File: config.mk
export PLATFORM = sky130hd
export DESIGN_NAME = lsu_word_ram_bridge
export DESIGN_NICKNAME = d
export VERILOG_FILES = /design/src/rtl/lsu_word_ram_bridge.sv
export SDC_FILE = /design/constraint.sdc
export NUM_CORES = 1
export LEC_CHECK = 0
export ABC_AREA = 1
export CAP_MARGIN = 20
export CELL_PAD_IN_SITES_DETAIL_PLACEMENT = 0
export CELL_PAD_IN_SITES_GLOBAL_PLACEMENT = 1
export CORE_MARGIN = 5
export CORE_UTILIZATION = 32
export CTS_BUF_LIST = sky130_fd_sc_hd__clkbuf_2 sky130_fd_sc_hd__clkbuf_4 sky130_fd_sc_hd__clkbuf_8
export CTS_CLUSTER_DIAMETER = 50
export DETAILED_ROUTE_END_ITERATION = 16
export MAX_ROUTING_LAYER = met4
export PLACE_DENSITY = 0.88
export SYNTH_ARGS = -nofsm -noshare
export SYNTH_HDL_FRONTEND = slang
export SYNTH_SLANG_ARGS = --single-unit
File: constraint.sdc
create_clock -name clk -period 1.95 [get_ports clk]
set_input_delay 0.585 -clock clk [delete_from_list [all_inputs] [get_ports clk]]
set_output_delay 0.585 -clock clk [all_outputs]
set_load 0.02 [all_outputs]
File: src/rtl/lsu_word_ram_bridge.sv
// lsu_word_ram_bridge
//   Load/store unit in front of a word-only data RAM (single write strobe,
//   asynchronous read). Turns CPU byte/halfword/word loads and stores into
//   RAM accesses. Sub-word stores are done as read-modify-write. Loads are
//   sign- or zero-extended. Misaligned or illegal requests get an error
//   response.
//
// Ports
//   clk, rst      clock, synchronous active-high reset
//   req_*         CPU request: valid/ready handshake, we, funct3, byte addr, store data
//   rsp_*         one-cycle completion pulse with error flag and load data
//   ram_*         RAM word address, write data, write strobe, read data
module lsu_word_ram_bridge #(
    parameter int ADDR_W = 10
) (
    input  logic              clk,
    input  logic              rst,
    input  logic              req_valid,
    output logic              req_ready,
    input  logic              req_we,
    input  logic [2:0]        req_funct3,
    input  logic [31:0]       req_addr,
    input  logic [31:0]       req_wdata,
    output logic              rsp_valid,
    output logic              rsp_err,
    output logic [31:0]       rsp_rdata,
    output logic [ADDR_W-1:0] ram_addr,
    output logic [31:0]       ram_d,
    output logic              ram_we,
    input  logic [31:0]       ram_q
);

    typedef enum logic [2:0] {
        S_IDLE,
        S_LOAD,
        S_MERGE,
        S_WRITE,
        S_ERR
    } state_t;

    localparam logic [2:0] F3_B  = 3'b000;
    localparam logic [2:0] F3_H  = 3'b001;
    localparam logic [2:0] F3_W  = 3'b010;
    localparam logic [2:0] F3_BU = 3'b100;
    localparam logic [2:0] F3_HU = 3'b101;

    state_t             state_q, state_d;
    logic [ADDR_W+1:0]  addr_q;
    logic [2:0]         f3_q;
    logic [31:0]        wdata_q;
    logic [31:0]        merge_q, merge_d;
    logic               accept;
    logic               req_legal, req_misaligned;
    logic [7:0]         load_byte;
    logic [15:0]        load_half;
    logic [31:0]        load_ext;

    // Address bits above the RAM window are ignored, so accesses alias.
    logic unused_addr_hi;
    assign unused_addr_hi = &{1'b0, req_addr[31:ADDR_W+2]};

    assign accept = req_valid && (state_q == S_IDLE);

    // Legality and alignment of the incoming request.
    always_comb begin
        req_legal      = 1'b0;
        req_misaligned = 1'b0;
        case (req_funct3)
            F3_B:  req_legal = 1'b1;
            F3_H:  begin req_legal = 1'b1;     req_misaligned = req_addr[0];    end
            F3_W:  begin req_legal = 1'b1;     req_misaligned = |req_addr[1:0]; end
            F3_BU: req_legal = !req_we;
            F3_HU: begin req_legal = !req_we;  req_misaligned = req_addr[0];    end
            default: req_legal = 1'b0;
        endcase
    end

    always_comb begin
        state_d = state_q;
        case (state_q)
            S_IDLE: begin
                if (accept) begin
                    if (!req_legal || req_misaligned) state_d = S_ERR;
                    else if (!req_we)                 state_d = S_LOAD;
                    else if (req_funct3 == F3_W)      state_d = S_WRITE;
                    else                              state_d = S_MERGE;
                end
            end
            S_MERGE: state_d = S_WRITE;
            S_LOAD,
            S_WRITE,
            S_ERR:   state_d = S_IDLE;
            default: state_d = S_IDLE;
        endcase
    end

    // Lane selection and extension of the RAM read data for loads.
    always_comb begin
        case (addr_q[1:0])
            2'd0:    load_byte = ram_q[7:0];
            2'd1:    load_byte = ram_q[15:8];
            2'd2:    load_byte = ram_q[23:16];
            default: load_byte = ram_q[31:24];
        endcase
        load_half = addr_q[1] ? ram_q[31:16] : ram_q[15:0];
        case (f3_q)
            F3_B:    load_ext = {{24{load_byte[7]}}, load_byte};
            F3_BU:   load_ext = {24'd0, load_byte};
            F3_H:    load_ext = {{16{load_half[15]}}, load_half};
            F3_HU:   load_ext = {16'd0, load_half};
            default: load_ext = ram_q;
        endcase
    end

    // Current word with the store lane replaced (SH when funct3[0] is set).
    always_comb begin
        merge_d = ram_q;
        if (f3_q[0]) begin
            if (addr_q[1]) merge_d[31:16] = wdata_q[15:0];
            else           merge_d[15:0]  = wdata_q[15:0];
        end else begin
            case (addr_q[1:0])
                2'd0:    merge_d[7:0]   = wdata_q[7:0];
                2'd1:    merge_d[15:8]  = wdata_q[7:0];
                2'd2:    merge_d[23:16] = wdata_q[7:0];
                default: merge_d[31:24] = wdata_q[7:0];
            endcase
        end
    end

    always_ff @(posedge clk) begin
        if (rst) begin
            state_q <= S_IDLE;
            addr_q  <= '0;
            f3_q    <= '0;
            wdata_q <= '0;
            merge_q <= '0;
        end else begin
            state_q <= state_d;
            if (accept) begin
                addr_q  <= req_addr[ADDR_W+1:0];
                f3_q    <= req_funct3;
                wdata_q <= req_wdata;
            end
            if (state_q == S_MERGE) begin
                merge_q <= merge_d;
            end
        end
    end

    // Response and write strobe are gated by rst so a reset arriving in the
    // final cycle of an operation abandons it without side effects.
    always_comb begin
        req_ready = (state_q == S_IDLE);
        rsp_valid = 1'b0;
        rsp_err   = 1'b0;
        rsp_rdata = '0;
        ram_we    = 1'b0;
        ram_d     = '0;
        ram_addr  = addr_q[ADDR_W+1:2];
        case (state_q)
            S_LOAD: begin
                rsp_valid = !rst;
                rsp_rdata = rst ? '0 : load_ext;
            end
            S_WRITE: begin
                rsp_valid = !rst;
                ram_we    = !rst;
                ram_d     = (f3_q == F3_W) ? wdata_q : merge_q;
            end
            S_ERR: begin
                rsp_valid = !rst;
                rsp_err   = !rst;
            end
            default: ;
        endcase
    end

endmodule

==> tab_implementation.tex, run 1 <==
\begin{tabular}{lr}
\hline
Metric & Value \\
\hline
\multicolumn{2}{l}{\textbf{Power}} \\
Combinational cell fraction of total power & 0.370 \\
Part of the total power dissipated in the clock network & 0.263 \\
Internal cell power & 3.321 mW \\
Net switching power & $\sim$1.7 mW \\
Power share of the sequential group & 0.367 \\
Static Leakage & between 3 and 4 nW \\
Switching share of power & 0.3448 \\
P per Cell Area & around 570 nW/um\^{}2 \\
Worst VDD drop & roughly 0.35 mV \\
\multicolumn{2}{l}{\textbf{Placement}} \\
Placement-stage cell area & $\sim$7800 sq um \\
Minimum setup slack after placement & -1291 ps \\
Gpl congestion & approximately 0.91 \\
Number of buffer cells added on primary ports & 160 \\
Post-DP HPWL & between 15000 and 20000 um \\
\multicolumn{2}{l}{\textbf{Yosys}} \\
Mean post-synth cell area & about 6.4 sq um \\
Number of enable-type register cells in the synthesized netlist & 0 \\
Main area contributors after synthesis & sky130\_fd\_sc\_hd\_\_dfxtp\_1 (31\%), sky130\_fd\_sc\_hd\_\_o21ai\_0 (14\%), sky130\_fd\_sc\_hd\_\_a21oi\_1 (11\%) \\
Flip-flop cell with the highest count after synthesis & sky130\_fd\_sc\_hd\_\_dfxtp\_1 \\
Top cell type's share of synthesized area & 0.3056 \\
Post-Syn Nets & between 900 and 1000 \\
Ys Warns & 0 \\
Netlist cell types & 29 \\
Share of flip-flops with an asynchronous set or reset after synthesis & 0 \\
Sequential share of the synthesized area & 0.3056 \\
Seq cells post-synth & between 80 and 90 \\
Cell with the most instances after synthesis & sky130\_fd\_sc\_hd\_\_o21ai\_0 \\
Cell taking the most area after synthesis & sky130\_fd\_sc\_hd\_\_dfxtp\_1 \\
Area of the mapped netlist & approximately 5400 sq um \\
Gate count of the mapped netlist & around 830 \\
Most frequent cells after synthesis & sky130\_fd\_sc\_hd\_\_o21ai\_0 (151), sky130\_fd\_sc\_hd\_\_nand2\_1 (146), sky130\_fd\_sc\_hd\_\_a21oi\_1 (120) \\
\multicolumn{2}{l}{\textbf{Global routing}} \\
Initial antenna violation count & 1 \\
Maximum number of pins on one net before global-route repair & 54 \\
Number of global-route vias before repair & approximately 6600 \\
Aggregate global routing overflow & 0 \\
Global-route wire length before repair & approximately 35000 um \\
GR Util All Layers & 0.2293 \\
\multicolumn{2}{l}{\textbf{Detailed routing}} \\
Wire per inst & 17.52 um \\
Post-detailed-route count of antenna-violating nets & 0 \\
Initial DRC count & between 500 and 600 \\
Detailed-routing iteration count for the pre-antenna-repair pass & 4 \\
Routed wire length & between 20000 and 25000 um \\
Total via count after detailed routing & just under 7000 \\
Average via count per standard cell & roughly 5.4 \\
Residual DRC & 0 \\
\multicolumn{2}{l}{\textbf{CTS}} \\
CTS tree & built \\
Clock transition at the registers of the reported paths & approximately 90 ps \\
Hold-fix buffers at CTS & 0 \\
TritonCTS Buffers & 9 \\
Clock tree root buffer cell & sky130\_fd\_sc\_hd\_\_clkbuf\_8 \\
Maximum clock insertion buffer count & 2 \\
Level count of the clock H-tree & 3 \\
Clock insertion delay at the later pin of the skew report & 380 ps \\
Count of clock tree sinks & 82 \\
\multicolumn{2}{l}{\textbf{Run}} \\
Max-cap violations & 0 \\
\multicolumn{2}{l}{\textbf{Timing}} \\
Worst hold slack across all endpoints & $\sim$460 ps \\
Highest clock frequency the design can meet & 413.2 MHz \\
Clock Skew & 16.19 ps \\
Hold violation total from the final report & 0 \\
Measured slew at the worst slew-check pin & roughly 490 ps \\
RSZ-0062 raised after global routing & true \\
Fin worst setup slack & -470.1 ps \\
Final Cycle Share & 1.241 \\
Final setup viols & 65 \\
Worst rel slew slack & 0.6692 \\
Final period demand of the worst path & between 2000 and 2500 ps \\
Number of max-slew violations in the final report & 0 \\
TNS Setup & -21750 ps \\
\multicolumn{2}{l}{\textbf{Worst setup path}} \\
Critical path capture point type & output pin \\
Critical path's slowest cell & sky130\_fd\_sc\_hd\_\_dfxtp\_4 \\
Type of origin of the critical path & register \\
Maximum single-stage delay on the critical path & $\sim$380 ps \\
Required @ worst endpoint & roughly 1400 ps \\
Worst EP arrival & around 1800 ps \\
Cell Chain, Critical Path & inv\_4, nand3\_1, nand3\_2, nand3\_4, buf\_12, buf\_16, a21oi\_4, buf\_6 \\
Crit Path Category & reg2out \\
Largest fanout on the critical path & 8 \\
\multicolumn{2}{l}{\textbf{Finish}} \\
Finished Cell Area & 8902 sq um \\
Area growth syn-to-layout & 65.73\% \\
Number of fillers in the final layout & about 1600 \\
Layout cell share with drive strength beyond 1 & 0.3252 \\
Nets & approximately 1200 \\
\multicolumn{2}{l}{\textbf{Floorplan}} \\
Number of primary I/O pins & roughly 180 \\
Area of the core & between 15000 and 20000 sq um \\
Overall die width & around 140 um \\
Total die area & approximately 19000 sq um \\
Site row count & 47 \\
Initial core utilization & 0.3251 \\
Die extent in y & roughly 140 um \\
\multicolumn{2}{l}{\textbf{Run status}} \\
Failing checks & negative setup slack \\
Result of the run & finished with violations \\
\multicolumn{2}{l}{\textbf{Hold path}} \\
HP Class & reg2reg \\
\hline
\end{tabular}
-- repair_timing --
item	in CTS	in global routing
resized for setup	463	67
setup buffers	18	7
gates cloned	6	1
endpoints found under the setup margin	68	79
pin swaps	26	18
-- worst paths after layout --
check / cells past startpoint / from / slack [ps] / end
max: 8 / addr_q[1] / -470 / rsp_rdata[10]
min reg2reg: 2 / addr_q[9] / 460 / addr_q[9]
min: 2 / addr_q[9] / 460 / addr_q[9]
max reg2reg: 9 / state_q[2] / 170 / wdata_q[7]
-- worst max-delay path, delay by kind of cell (launching register included) --
kind                   cells  cell delay, ps
AND/OR/NAND/NOR            3             360
flip-flops                 1             380
AO/OA/AOI/OAI              1             140
buffers and inverters      4             570
-- cell usage in the layout, fill, tap and decap left out, types with 2 or more instances in the layout --
cell type	instances
sky130_fd_sc_hd__buf_16	3
sky130_fd_sc_hd__dfxtp_4	3
sky130_fd_sc_hd__buf_8	2
sky130_fd_sc_hd__buf_6	47
sky130_fd_sc_hd__nor2_8	2
sky130_fd_sc_hd__nand3_1	38
sky130_fd_sc_hd__clkinv_2	2
sky130_fd_sc_hd__buf_12	16
sky130_fd_sc_hd__nand2_1	133
sky130_fd_sc_hd__a21oi_4	21
sky130_fd_sc_hd__o211ai_1	10
sky130_fd_sc_hd__dfxtp_1	74
sky130_fd_sc_hd__inv_1	35
sky130_fd_sc_hd__nand3_4	2
sky130_fd_sc_hd__nor2_4	8
sky130_fd_sc_hd__dlymetal6s2s_1	4
sky130_fd_sc_hd__nand3_2	6
sky130_fd_sc_hd__nand2_2	13
sky130_fd_sc_hd__clkdlybuf4s50_1	75
sky130_fd_sc_hd__clkbuf_4	3
sky130_fd_sc_hd__o21a_1	3
sky130_fd_sc_hd__nand2_4	5
sky130_fd_sc_hd__inv_2	7
sky130_fd_sc_hd__a21oi_2	20
sky130_fd_sc_hd__o21ai_0	115
sky130_fd_sc_hd__buf_2	2
sky130_fd_sc_hd__o21ai_1	27
sky130_fd_sc_hd__buf_4	123
sky130_fd_sc_hd__clkdlybuf4s15_2	14
sky130_fd_sc_hd__dfxtp_2	5
sky130_fd_sc_hd__o21ai_2	17
sky130_fd_sc_hd__nand4_1	33
sky130_fd_sc_hd__nor2_1	43
sky130_fd_sc_hd__nor2_2	5
sky130_fd_sc_hd__dlygate4sd2_1	11
sky130_fd_sc_hd__clkbuf_8	11
sky130_fd_sc_hd__a31oi_1	16
sky130_fd_sc_hd__a21oi_1	99
-- cells by family after synthesis --
logic type,count (synthesis),synth area share
AND/OR/NAND/NOR,293,0.2469
AO/OA/AOI/OAI,328,0.3294
flip-flops,82,0.3056
buffers and inverters,131,0.1181
-- per-stage QoR --
step,total power [mW],std cells,utilization
floorplan,2.765,834,-
global placement,3.416,1238,0.4740
detailed placement,3.426,1238,0.4740
CTS,4.989,1278,0.5259
global route,5.315,1285,0.5387
finish,5.069,1285,0.5387
-- layer usage --
metal  vias to the layer above  GRT usage  part of all wire
met1                      3283     0.2813              0.42
met5                         -          -                 0
met4                         0    0.08873             0.032
met2                       251     0.3763              0.49
li1                       3325          -                 -
met3                        51    0.04082             0.051
-- flip-flops by register name, indices dropped and copies added, names as in the netlist --
register  count
merge_q      32
state_q       3
f3_q          3
wdata_q      32
addr_q       12
-- layout make-up --
cell class,instances,area (sq um),share of cell area
antenna,1,2.502,0.0002811
clock buffer,14,173.9,0.01954
clock inverter,2,35.03,0.003935
inverter,46,185.2,0.02080
multi-input combinational,621,3578,0.4020
sequential,82,1659,0.1864
tap,220,275.3,0.03092
timing repair buffer,299,2993,0.3362
-- power groups by stage --
stage | registers, mW | logic [mW] | clock network (mW)
detailed placement | 1.88 | 1.54 | 0
floorplan | 1.87 | 0.896 | 0
finish | 1.86 | 1.88 | 1.33
global route | 1.87 | 2.02 | 1.42
CTS | 1.85 | 1.79 | 1.35
global placement | 1.88 | 1.53 | 0
Note: power is estimated with default switching activity, not from simulation.
==> inputs of run 2 (changes only) <==
Settings changed: CORE_ASPECT_RATIO from default to 1.75, PLACE_DENSITY 0.88 to default, PLACE_DENSITY_LB_ADDON from default to 0.1.
==> tab_implementation.tex, run 2 (synthesized netlist as in run 1, its figures left out) <==
\begin{tabular}{lr}
\hline
Metric & Value \\
\hline
\multicolumn{2}{l}{\textbf{Run status}} \\
Result of the run & finished with violations \\
Failing checks & negative setup slack \\
\multicolumn{2}{l}{\textbf{Timing}} \\
Final setup viols & 65 \\
Hold violation total from the final report & 0 \\
Fin worst setup slack & -393.0 ps \\
Worst rel slew slack & 0.6848 \\
Number of max-slew violations in the final report & 0 \\
Final period demand of the worst path & around 2300 ps \\
Highest clock frequency the design can meet & 426.8 MHz \\
RSZ-0062 raised after global routing & true \\
Clock Skew & 15.23 ps \\
Final Cycle Share & 1.202 \\
Measured slew at the worst slew-check pin & $\sim$470 ps \\
\multicolumn{2}{l}{\textbf{Detailed routing}} \\
Routed wire length & 24420 um \\
Wire per inst & 18.40 um \\
Detailed-routing iteration count for the pre-antenna-repair pass & 5 \\
Residual DRC & 0 \\
Average via count per standard cell & about 5.2 \\
Post-detailed-route count of antenna-violating nets & 0 \\
Initial DRC count & approximately 370 \\
Total via count after detailed routing & between 6000 and 7000 \\
\multicolumn{2}{l}{\textbf{Hold path}} \\
HP Class & reg2reg \\
\multicolumn{2}{l}{\textbf{CTS}} \\
Hold-fix buffers at CTS & 0 \\
Level count of the clock H-tree & 3 \\
TritonCTS Buffers & 9 \\
Clock insertion delay at the later pin of the skew report & around 350 ps \\
CTS tree & built \\
Clock tree root buffer cell & sky130\_fd\_sc\_hd\_\_clkbuf\_8 \\
Maximum clock insertion buffer count & 2 \\
Clock transition at the registers of the reported paths & 100 ps \\
Count of clock tree sinks & 82 \\
\multicolumn{2}{l}{\textbf{Placement}} \\
Gpl congestion & between 0.8 and 0.9 \\
Number of buffer cells added on primary ports & 160 \\
Post-DP HPWL & approximately 17000 um \\
Minimum setup slack after placement & -1282 ps \\
\multicolumn{2}{l}{\textbf{Finish}} \\
Most common library cell in the layout ignoring fill and taps & sky130\_fd\_sc\_hd\_\_o21ai\_0 \\
Sequential Area & 1655 sq um \\
Area of the multi-input gates & 4023 sq um \\
Top Registers & merge\_q x32, wdata\_q x32, addr\_q x12 \\
Nets & roughly 1200 \\
Area growth syn-to-layout & 83.90\% \\
Inserted Diodes & 0 \\
Highest-count cells in the layout ignoring fill and taps & sky130\_fd\_sc\_hd\_\_o21ai\_0 (122), sky130\_fd\_sc\_hd\_\_buf\_4 (116), sky130\_fd\_sc\_hd\_\_nand2\_1 (100) \\
Number of fillers in the final layout & approximately 1500 \\
Layout cell share with drive strength beyond 1 & 0.3962 \\
\multicolumn{2}{l}{\textbf{Floorplan}} \\
Number of primary I/O pins & around 180 \\
Site row count & just over 60 \\
Area of the core & around 16000 sq um \\
Overall die width & roughly 110 um \\
Total die area & approximately 20000 sq um \\
Die extent in y & around 180 um \\
Initial core utilization & 0.3266 \\
\multicolumn{2}{l}{\textbf{Global routing}} \\
Number of global-route vias before repair & 7144 \\
GR Util All Layers & 0.2486 \\
Aggregate global routing overflow & 0 \\
Maximum number of pins on one net before global-route repair & 54 \\
Global-route wire length before repair & about 38000 um \\
Initial antenna violation count & 0 \\
\multicolumn{2}{l}{\textbf{Worst setup path}} \\
Worst EP arrival & about 1800 ps \\
Critical path capture point type & output pin \\
Crit Path Category & reg2out \\
Required @ worst endpoint & roughly 1400 ps \\
Type of origin of the critical path & register \\
Largest fanout on the critical path & 5 \\
\multicolumn{2}{l}{\textbf{Power}} \\
Overall power & between 5 and 6 mW \\
Worst VDD drop & $\sim$0.45 mV \\
P per Cell Area & between 500 and 600 nW/um\^{}2 \\
Static Leakage & 3.844 nW \\
\multicolumn{2}{l}{\textbf{Run}} \\
Max-cap violations & 0 \\
\hline
\end{tabular}
==> run 2: changes by cell type in the layout (fill, tap and decap cells not counted), sizes merged, moves of 2 or more <==
| cell | before | now |
|---|---|---|
| clkbuf | 14 | 12 |
| buf | 193 | 245 |
| clkdlybuf4s50 | 75 | 73 |
| dlygate4sd2 | 11 | 17 |
| clkdlybuf4s15 | 15 | 0 |
| dlymetal6s2s | 4 | 0 |
| inv | 44 | 46 |
==> run 2: cell type report <==
class / instances / share of cell area
Multi-Input combinational cell: 621 / 0.4072
Timing Repair Buffer: 338 / 0.3574
Clock buffer: 11 / 0.01469
Inverter: 46 / 0.01837
Sequential cell: 82 / 0.1676
Tap cell: 224 / 0.02837
Clock inverter: 5 / 0.006333
==> run 2: critical path, stage by stage, from the launching register on <==
cell and delay [ps]:
sky130_fd_sc_hd__dfxtp_4 390, sky130_fd_sc_hd__buf_4 150, sky130_fd_sc_hd__buf_6 130, sky130_fd_sc_hd__nand3_4 90, sky130_fd_sc_hd__nand3_4 170, sky130_fd_sc_hd__clkbuf_16 220
sky130_fd_sc_hd__a21oi_2 110, sky130_fd_sc_hd__buf_4 150
==> run 2: power by group <==
part / switching, mW / total, mW / leakage (nW) / internal (mW)
logic: 1.14 / 2.12 / 3.07 / 0.978
clock network: 0.649 / 1.30 / 0.0996 / 0.649
registers: 0.0841 / 1.87 / 0.675 / 1.78
total: 1.88 / 5.29 / 3.84 / 3.41
==> run 2: routing by layer <==
metal  wire, um  vias to the layer above  global-route usage  part of all wire
met3       1107                       52             0.02630             0.045
met2      12770                      246              0.4357              0.52
met4       1083                        0              0.1122             0.044
li1           -                     3397                   -                 -
met5          0                        -                   -                 0
met1       9455                     3246              0.2804              0.39
==> run 2: final timing paths <==
path / start / end / slack, ps / cells after the start
setup / recovery: addr_q[1] / rsp_rdata[19] / -390 / 7
hold / removal: addr_q[3] / addr_q[3] / 460 / 2
setup reg to reg: addr_q[1] / merge_q[24] / 190 / 5
hold reg to reg: addr_q[3] / addr_q[3] / 460 / 2
==> run 2: metrics by stage <==
step	TNS, ps	std cells	util	cell area (sq um)	hold slack (ps)
2_1_floorplan	-297.1	834	-	5537	440.0
3_3_place_gp	-63640	1255	0.4842	7963	449.4
3_5_place_dp	-65920	1255	0.4842	7963	454.3
4_1_cts	-21080	1308	0.5740	9439	465.7
5_1_grt	-24600	1327	0.6007	9878	480.3
6_report	-19530	1327	0.6007	9878	464.6
==> run 2: timing repair <==
action,4_1_cts,5_1_grt
pin swaps,46,42
resized for setup,634,82
endpoints found under the hold margin,0,0
setup endpoints to repair,69,68
cloned,9,1
setup buffers,28,25
